File: config.mk
export PLATFORM = sky130hd
export DESIGN_NAME = mult_array_accum_flat
export DESIGN_NICKNAME = d
export VERILOG_FILES = /design/src/rtl/lstm_pkg.sv /design/src/rtl/mult_array_accum_if.sv /design/src/rtl/add_tree_16.sv /design/src/rtl/mult_array_accum.sv /design/src/flat_wrapper.sv
export SDC_FILE = /design/constraint.sdc
export NUM_CORES = 1
export LEC_CHECK = 0
export ABC_AREA = 0
export CORE_MARGIN = 8
export CORE_UTILIZATION = 58
export CTS_CLUSTER_DIAMETER = 100
export DETAILED_ROUTE_END_ITERATION = 8
export PLACE_DENSITY = 0.91
export SYNTH_ARGS = -nofsm -noshare
export SYNTH_HDL_FRONTEND = slang
export SYNTH_SLANG_ARGS = --single-unit
File: constraint.sdc
create_clock -name clk -period 5.6 [get_ports clk]
set_clock_uncertainty 0.2 [all_clocks]
set_input_delay 0.56 -clock clk [delete_from_list [all_inputs] [get_ports clk]]
set_output_delay 0.56 -clock clk [all_outputs]
set_load 0.1 [all_outputs]
File: src/rtl/lstm_pkg.sv
// Shared constants and saturation helpers for the LSTM datapath
// (multiplier-array reduction and gate activation).
package lstm_pkg;
  localparam int WL_DEF = 16;
  localparam int LANES  = 16;

  function automatic logic signed [63:0] sat_max(input int wl);
    return (64'sd1 <<< (wl - 1)) - 64'sd1;
  endfunction

  function automatic logic signed [63:0] sat_min(input int wl);
    return -(64'sd1 <<< (wl - 1));
  endfunction

  // Clamp a wide signed value into wl bits; sat flags a clamp.
  function automatic logic signed [63:0] sat_to_wl(input logic signed [63:0] x,
                                                   input int wl,
                                                   output logic sat);
    logic signed [63:0] r;
    sat = 1'b1;
    if (x > sat_max(wl)) begin
      r = sat_max(wl);
    end else if (x < sat_min(wl)) begin
      r = sat_min(wl);
    end else begin
      r   = x;
      sat = 1'b0;
    end
    return r;
  endfunction
endpackage

File: src/rtl/mult_array_accum_if.sv
// Product stream from the multiplier array and reduced result towards activation.
interface mult_array_accum_if import lstm_pkg::*; #(
  parameter int WL = WL_DEF
);
  logic                  flush;
  logic                  in_valid;
  logic                  in_last;
  logic [LANES*WL-1:0]   prod_in;
  logic                  out_valid;
  logic [WL-1:0]         out_data;
  logic                  out_sat;
  logic                  busy;

  modport master (
    output flush, in_valid, in_last, prod_in,
    input  out_valid, out_data, out_sat, busy
  );

  modport slave (
    input  flush, in_valid, in_last, prod_in,
    output out_valid, out_data, out_sat, busy
  );
endinterface

File: src/rtl/add_tree_16.sv
// Four-level registered pairwise adder over 16 signed lanes, growing one bit
// per level so nothing is ever truncated; valid/last ride alongside.
module add_tree_16 import lstm_pkg::*; #(
  parameter int WL = WL_DEF
) (
  input  logic                   clk,
  input  logic                   rst_n,
  input  logic                   flush,
  input  logic                   in_valid,
  input  logic                   in_last,
  input  logic [LANES*WL-1:0]    prod,
  output logic signed [WL+3:0]   sum,
  output logic                   sum_valid,
  output logic                   sum_last,
  output logic                   any_valid
);
  logic signed [WL:0]   l1 [LANES/2];
  logic signed [WL+1:0] l2 [LANES/4];
  logic signed [WL+2:0] l3 [LANES/8];
  logic [3:0]           vld;
  logic [3:0]           lst;

  always_ff @(posedge clk or negedge rst_n) begin
    if (!rst_n) begin
      vld <= '0;
      lst <= '0;
      for (int i = 0; i < LANES/2; i++) l1[i] <= '0;
      for (int i = 0; i < LANES/4; i++) l2[i] <= '0;
      for (int i = 0; i < LANES/8; i++) l3[i] <= '0;
      sum <= '0;
    end else begin
      // Data is left to flow during flush; only the valids matter downstream.
      vld <= flush ? 4'b0 : {vld[2:0], in_valid};
      lst <= flush ? 4'b0 : {lst[2:0], in_last};
      for (int i = 0; i < LANES/2; i++)
        l1[i] <= (WL+1)'($signed(prod[2*i*WL +: WL]))
               + (WL+1)'($signed(prod[(2*i+1)*WL +: WL]));
      for (int i = 0; i < LANES/4; i++)
        l2[i] <= (WL+2)'(l1[2*i]) + (WL+2)'(l1[2*i+1]);
      for (int i = 0; i < LANES/8; i++)
        l3[i] <= (WL+3)'(l2[2*i]) + (WL+3)'(l2[2*i+1]);
      sum <= (WL+4)'(l3[0]) + (WL+4)'(l3[1]);
    end
  end

  assign sum_valid = vld[3];
  assign sum_last  = lst[3];
  assign any_valid = |vld;
endmodule

File: src/rtl/mult_array_accum.sv
// Row reduction for the matrix-vector product: registers the product beat, sums
// it through add_tree_16, accumulates beats and emits one saturated result per vector.
module mult_array_accum import lstm_pkg::*; #(
  parameter int WL        = WL_DEF,
  parameter int MAX_BEATS = 64
) (
  input  logic            clk,
  input  logic            rst_n,
  mult_array_accum_if.slave bus
);
  localparam int ACC_W = WL + 4 + $clog2(MAX_BEATS);

  logic                     in_v;
  logic                     in_l;
  logic [LANES*WL-1:0]      in_prod;
  logic signed [WL+3:0]     t_sum;
  logic                     t_valid;
  logic                     t_last;
  logic                     t_busy;
  logic signed [ACC_W-1:0]  acc;
  logic signed [ACC_W-1:0]  opnd;
  logic signed [ACC_W-1:0]  sum;
  logic                     first;
  logic [WL-1:0]            sat_val;
  logic                     sat_nxt;
  logic                     out_valid;
  logic [WL-1:0]            out_data;
  logic                     out_sat;

  add_tree_16 #(.WL(WL)) u_tree (
    .clk       (clk),
    .rst_n     (rst_n),
    .flush     (bus.flush),
    .in_valid  (in_v),
    .in_last   (in_l),
    .prod      (in_prod),
    .sum       (t_sum),
    .sum_valid (t_valid),
    .sum_last  (t_last),
    .any_valid (t_busy)
  );

  always_comb begin
    sat_nxt = 1'b0;
    opnd    = first ? '0 : acc;
    sum     = opnd + ACC_W'(t_sum);
    sat_val = WL'(sat_to_wl(64'(sum), WL, sat_nxt));
  end

  always_ff @(posedge clk or negedge rst_n) begin
    if (!rst_n) begin
      in_v      <= 1'b0;
      in_l      <= 1'b0;
      in_prod   <= '0;
      acc       <= '0;
      first     <= 1'b1;
      out_valid <= 1'b0;
      out_data  <= '0;
      out_sat   <= 1'b0;
    end else if (bus.flush) begin
      in_v      <= 1'b0;
      in_l      <= 1'b0;
      acc       <= '0;
      first     <= 1'b1;
      out_valid <= 1'b0;
    end else begin
      in_v      <= bus.in_valid;
      in_l      <= bus.in_valid & bus.in_last;
      in_prod   <= bus.prod_in;
      out_valid <= 1'b0;
      if (t_valid) begin
        if (t_last) begin
          out_data  <= sat_val;
          out_sat   <= sat_nxt;
          out_valid <= 1'b1;
          acc       <= '0;
          first     <= 1'b1;
        end else begin
          acc       <= sum;
          first     <= 1'b0;
        end
      end
    end
  end

  assign bus.out_valid = out_valid;
  assign bus.out_data  = out_data;
  assign bus.out_sat   = out_sat;
  assign bus.busy      = in_v | t_busy | ~first;
endmodule

File: src/flat_wrapper.sv
// flat-port wrapper written by rule: the top's interface ports become plain ports
module mult_array_accum_flat import lstm_pkg::*;
#(
  parameter int WL        = WL_DEF,
  parameter int MAX_BEATS = 64
)
  (clk, rst_n, bus_flush, bus_in_valid, bus_in_last, bus_prod_in, bus_out_valid, bus_out_data, bus_out_sat, bus_busy);
  mult_array_accum_if #(.WL(WL)) bus_i ();
  input  logic clk;
  input  logic rst_n;
  input wire logic [$bits(bus_i.flush)-1:0] bus_flush;
  input wire logic [$bits(bus_i.in_valid)-1:0] bus_in_valid;
  input wire logic [$bits(bus_i.in_last)-1:0] bus_in_last;
  input wire logic [$bits(bus_i.prod_in)-1:0] bus_prod_in;
  output wire logic [$bits(bus_i.out_valid)-1:0] bus_out_valid;
  output wire logic [$bits(bus_i.out_data)-1:0] bus_out_data;
  output wire logic [$bits(bus_i.out_sat)-1:0] bus_out_sat;
  output wire logic [$bits(bus_i.busy)-1:0] bus_busy;
  assign bus_i.flush = bus_flush;
  assign bus_i.in_valid = bus_in_valid;
  assign bus_i.in_last = bus_in_last;
  assign bus_i.prod_in = bus_prod_in;
  assign bus_out_valid = bus_i.out_valid;
  assign bus_out_data = bus_i.out_data;
  assign bus_out_sat = bus_i.out_sat;
  assign bus_busy = bus_i.busy;
  mult_array_accum #(.WL(WL), .MAX_BEATS(MAX_BEATS)) u_core (.clk(clk), .rst_n(rst_n), .bus(bus_i));
endmodule
==> metrics.txt <==
# TYPE chip_impl_metric gauge
chip_impl_info{name="post-synth-top-count-cell",value="sky130_fd_sc_hd__dfrtp_1"} 1
chip_impl_metric{name="antenna_found_initial",unit=""} 1
chip_impl_metric{name="fin_setup_tns",unit="ps"} 0
chip_impl_metric{name="cpPeakStageDelay",unit="ps"} 940
chip_impl_metric{name="synthesized_area_fraction_occupied_by_adder_cells",unit=""} 0.125
chip_impl_metric{name="worstPathBufferInverterCount",unit=""} 0
chip_impl_metric{name="post-route-worst-setup-slack",unit="ps"} 794
chip_impl_metric{name="synthArstFlopShare",unit=""} 1.00
chip_impl_metric{name="worst_slew_pin_slew",unit="ps"} 1270
chip_impl_metric{name="detail_route.first_pass.iterations",unit=""} 5
chip_impl_metric{name="power.density_cell_area",unit="nW/um^2"} 495
chip_impl_metric{name="nets",unit=""} 3555
chip_impl_metric{name="hold_violations",unit=""} 0
chip_impl_metric{name="standard_cell_row_count",unit=""} 83
chip_impl_metric{name="synth_top_cell_area_share",unit=""} 0.478
chip_impl_metric{name="synth.mux.area_fraction",unit=""} 0.0959
chip_impl_metric{name="pre_cts_slack",unit="ps"} 760
chip_impl_metric{name="synthDistinctLibCells",unit=""} 74
chip_impl_metric{name="postSynthNetCount",unit=""} 3255
chip_impl_metric{name="port_buffers",unit=""} 279
chip_impl_metric{name="drt.antenna.violating_nets",unit=""} 0
chip_impl_metric{name="timing.slew.headroom",unit=""} 0.152
chip_impl_metric{name="min_period",unit="ps"} 4810
chip_impl_metric{name="area_growth_syn_to_layout",unit="%"} 18.4
chip_impl_info{name="critical-path-top-delay-family",value="simple AND/OR/NAND/NOR gates"} 1
chip_impl_metric{name="clock-sinks",unit=""} 577
chip_impl_metric{name="die_h",unit="um"} 244
chip_impl_metric{name="antenna-diode-count",unit=""} 0
chip_impl_metric{name="clkLatencyLatePin",unit="ps"} 620
chip_impl_info{name="setup.worst_path.class",value="flop to flop"} 1
chip_impl_metric{name="irDropWorstVdd",unit="uV"} 318
chip_impl_metric{name="drcViolationCount",unit=""} 0
chip_impl_metric{name="finalHoldWorstSlack",unit="ps"} 269
chip_impl_metric{name="post_dp_cell_area",unit="um^2"} 33700
chip_impl_metric{name="drt_iter0_drc",unit=""} 1479
chip_impl_metric{name="die_x",unit="um"} 244
chip_impl_metric{name="maxClockFrequency",unit="MHz"} 208
chip_impl_info{name="netlist_top_cells_area",value="sky130_fd_sc_hd__dfrtp_1, sky130_fd_sc_hd__ha_1, sky130_fd_sc_hd__mux2_2"} 1
chip_impl_metric{name="max-cap-violations",unit=""} 0
chip_impl_info{name="run_status",value="finished, final reports clean"} 1
chip_impl_metric{name="nFillCells",unit=""} 3410
chip_impl_metric{name="io_pins",unit=""} 280
chip_impl_metric{name="worst_ep_required_time",unit="ps"} 5880
chip_impl_metric{name="initial_core_util",unit=""} 0.587
chip_impl_info{name="synth_ff_type",value="sky130_fd_sc_hd__dfrtp_1"} 1
chip_impl_metric{name="finish.instance_area",unit="um^2"} 35700
chip_impl_metric{name="cts_buffers",unit=""} 58
chip_impl_metric{name="synth_seq_area_share",unit=""} 0.479
chip_impl_metric{name="htree_levels",unit=""} 2
chip_impl_metric{name="globalRouteTotalUtil",unit=""} 0.231
chip_impl_metric{name="routability_congestion",unit=""} 0.846
chip_impl_metric{name="crit_arrival",unit="ps"} 5090
chip_impl_metric{name="compound_cell_area_share_of_the_yosys_netlist",unit=""} 0.119
chip_impl_info{name="root_buffer_cell",value="sky130_fd_sc_hd__clkbuf_16"} 1
chip_impl_info{name="hold_class",value="flop to flop"} 1
chip_impl_info{name="synth_area_leader",value="sky130_fd_sc_hd__dfrtp_1"} 1
chip_impl_metric{name="syn-cell-area",unit="um^2"} 30200
chip_impl_metric{name="grt_first_pass_wirelength",unit="um"} 115000
chip_impl_metric{name="grt_pass1_vias",unit=""} 23100
chip_impl_metric{name="ys_ff_latch",unit=""} 577
chip_impl_info{name="tritoncts",value="built"} 1
chip_impl_metric{name="finalWirelength",unit="um"} 69700
chip_impl_info{name="path_cells",value="nor2b_1 > ha_1 > o21a_1 > o211ai_1 > or3_1 > o31ai_2 > xnor2_1 > nand2_1 > or4b_1 > or4_4 > o22ai_4 > o22ai_1"} 1
chip_impl_metric{name="die_area",unit="um^2"} 59600
chip_impl_metric{name="clock_tree.buffer_depth",unit=""} 3
chip_impl_metric{name="routed_vias_inst",unit=""} 5.77
chip_impl_metric{name="critPathMaxFanout",unit=""} 28
chip_impl_metric{name="floorplan.core_area",unit="um^2"} 51400
chip_impl_metric{name="clkSlewWorstSetupHoldPaths",unit="ps"} 60
chip_impl_metric{name="postCtsResizedCells",unit=""} 0
chip_impl_info{name="synth.top_cells.by_count",value="sky130_fd_sc_hd__dfrtp_1, sky130_fd_sc_hd__ha_1, sky130_fd_sc_hd__mux2_2, sky130_fd_sc_hd__nor2_1, sky130_fd_sc_hd__inv_1"} 1
chip_impl_metric{name="globalRouteOverflowTotal",unit=""} 0
chip_impl_metric{name="layout-drive-gt1-share",unit=""} 0.127
chip_impl_info{name="synth_top_family_by_area",value="adder cells"} 1
chip_impl_metric{name="synth_enable_flop_cells",unit=""} 0
chip_impl_metric{name="cell_leakage_power",unit="nW"} 16.1
chip_impl_metric{name="finalPower",unit="mW"} 17.7
chip_impl_metric{name="synth-simple-area-share",unit=""} 0.0950
chip_impl_info{name="cp-start-kind",value="flop"} 1
chip_impl_metric{name="ys_warn_count",unit=""} 0
chip_impl_info{name="end_kind",value="flop"} 1
chip_impl_metric{name="drt-wirelength-per-cell",unit="um"} 18.7
chip_impl_info{name="crit_slowest_cell",value="sky130_fd_sc_hd__dfstp_2"} 1
chip_impl_metric{name="hpwl",unit="um"} 50400
chip_impl_metric{name="postSynthCellCount",unit=""} 2702
chip_impl_metric{name="setup_violations",unit=""} 0
chip_impl_metric{name="synth-xor-area-share",unit=""} 0.0554
chip_impl_metric{name="via_count",unit=""} 21500
chip_impl_metric{name="slew_violations",unit=""} 0
chip_impl_metric{name="grt_start_max_net_pins",unit=""} 161
chip_impl_info{name="rsz_0062_raised_after_global_routing",value="false"} 1
chip_impl_metric{name="fraction_of_the_cycle_the_final_worst_path_needs",unit=""} 0.858
chip_impl_metric{name="synth.avg_cell_area",unit="um^2"} 11.2
power by group:
group / switching [mW] / internal, mW / leakage [nW]
Sequential: 0.546 / 5.33 / 6.78
Clock: 1.65 / 2.36 / 0.977
Combinational: 4.38 / 3.41 / 8.34
Total: 6.58 / 11.1 / 16.1
logic make-up after synthesis:
| logic type | after synthesis |
|---|---|
| muxes | 257 |
| buffers and inverters | 249 |
| adders and majority gates | 292 |
| AOI/OAI and AO/OA | 550 |
| and+or+nand+nor | 587 |
| xor gates and xnor gates | 190 |
| DFF | 577 |
metal layers:
layer / track usage / up-vias / routed length, um
li1: - / 10200 / -
met1: 0.289 / 10700 / 29200
met2: 0.411 / 561 / 35700
met3: 0.0317 / 140 / 2950
met4: 0.0740 / 2 / 1790
met5: 0 / - / 13
layout make-up:
type	instances	area, um^2	area share
well taps	680	851	0.0238
repair buffers	288	2910	0.0815
inverters	201	754	0.0211
clock inverters	23	294	0.00823
flip-flops and latches	577	14400	0.404
multi-input cells	1876	14800	0.414
clock buffers	85	1680	0.0471
repair_timing:
item	in CTS	in global routing
endpoints found under the hold margin	99	0
buffers inserted	0	0
hold buffers	1	0
state kept, by name, indices dropped and copies added (netlist names):
name	cells
u_core.first	1
u_core.in_l	1
u_core.u_tree.sum	20
u_core.bus.out_valid	1
u_core.u_tree.l3	38
u_core.u_tree.l1	136
u_core.acc	26
u_core.u_tree.lst	4
u_core.in_prod	256
u_core.bus.out_data	16
u_core.in_v	1
u_core.u_tree.vld	4
u_core.bus.out_sat	1
u_core.u_tree.l2	72
per-stage QoR:
step,std cells,utilization
6_report,3730,0.695
5_1_grt,3730,0.695
4_1_cts,3730,0.695
3_5_place_dp,3621,0.656
3_3_place_gp,3621,0.656
2_1_floorplan,2702,-
worst paths after layout:
kind	startpoint	end	slack (ps)	cells after the start
max reg2reg	u_core.first$_DFFE_PN1P_	u_core.bus.out_data[5]$_DFFE_PN0P_	790	12
min	u_core.u_tree.l2[18]$_DFF_PN0_	u_core.u_tree.l3[0]$_DFF_PN0_	270	1
min reg2reg	u_core.u_tree.l2[18]$_DFF_PN0_	u_core.u_tree.l3[0]$_DFF_PN0_	270	1
max in group asynchronous	rst_n	u_core.u_tree.sum[16]$_DFF_PN0_	3470	3
min in group asynchronous	rst_n	u_core.in_prod[249]$_DFFE_PN0N_	400	2
max	u_core.first$_DFFE_PN1P_	u_core.bus.out_data[5]$_DFFE_PN0P_	790	12
cell usage in the layout, fill, tap and decap left out, drive strengths merged, types with 86 or more instances in the layout:
cell / synthesis / layout
ha: 276 / 276
o21ai: 152 / 152
nor2: 204 / 204
a21oi: 129 / 129
inv: 201 / 204
dfrtp: 576 / 576
clkdlybuf4s50: 0 / 277
nand2: 86 / 86
xnor2: 165 / 165
mux2: 256 / 256
Power figures use the tool's default switching activity.
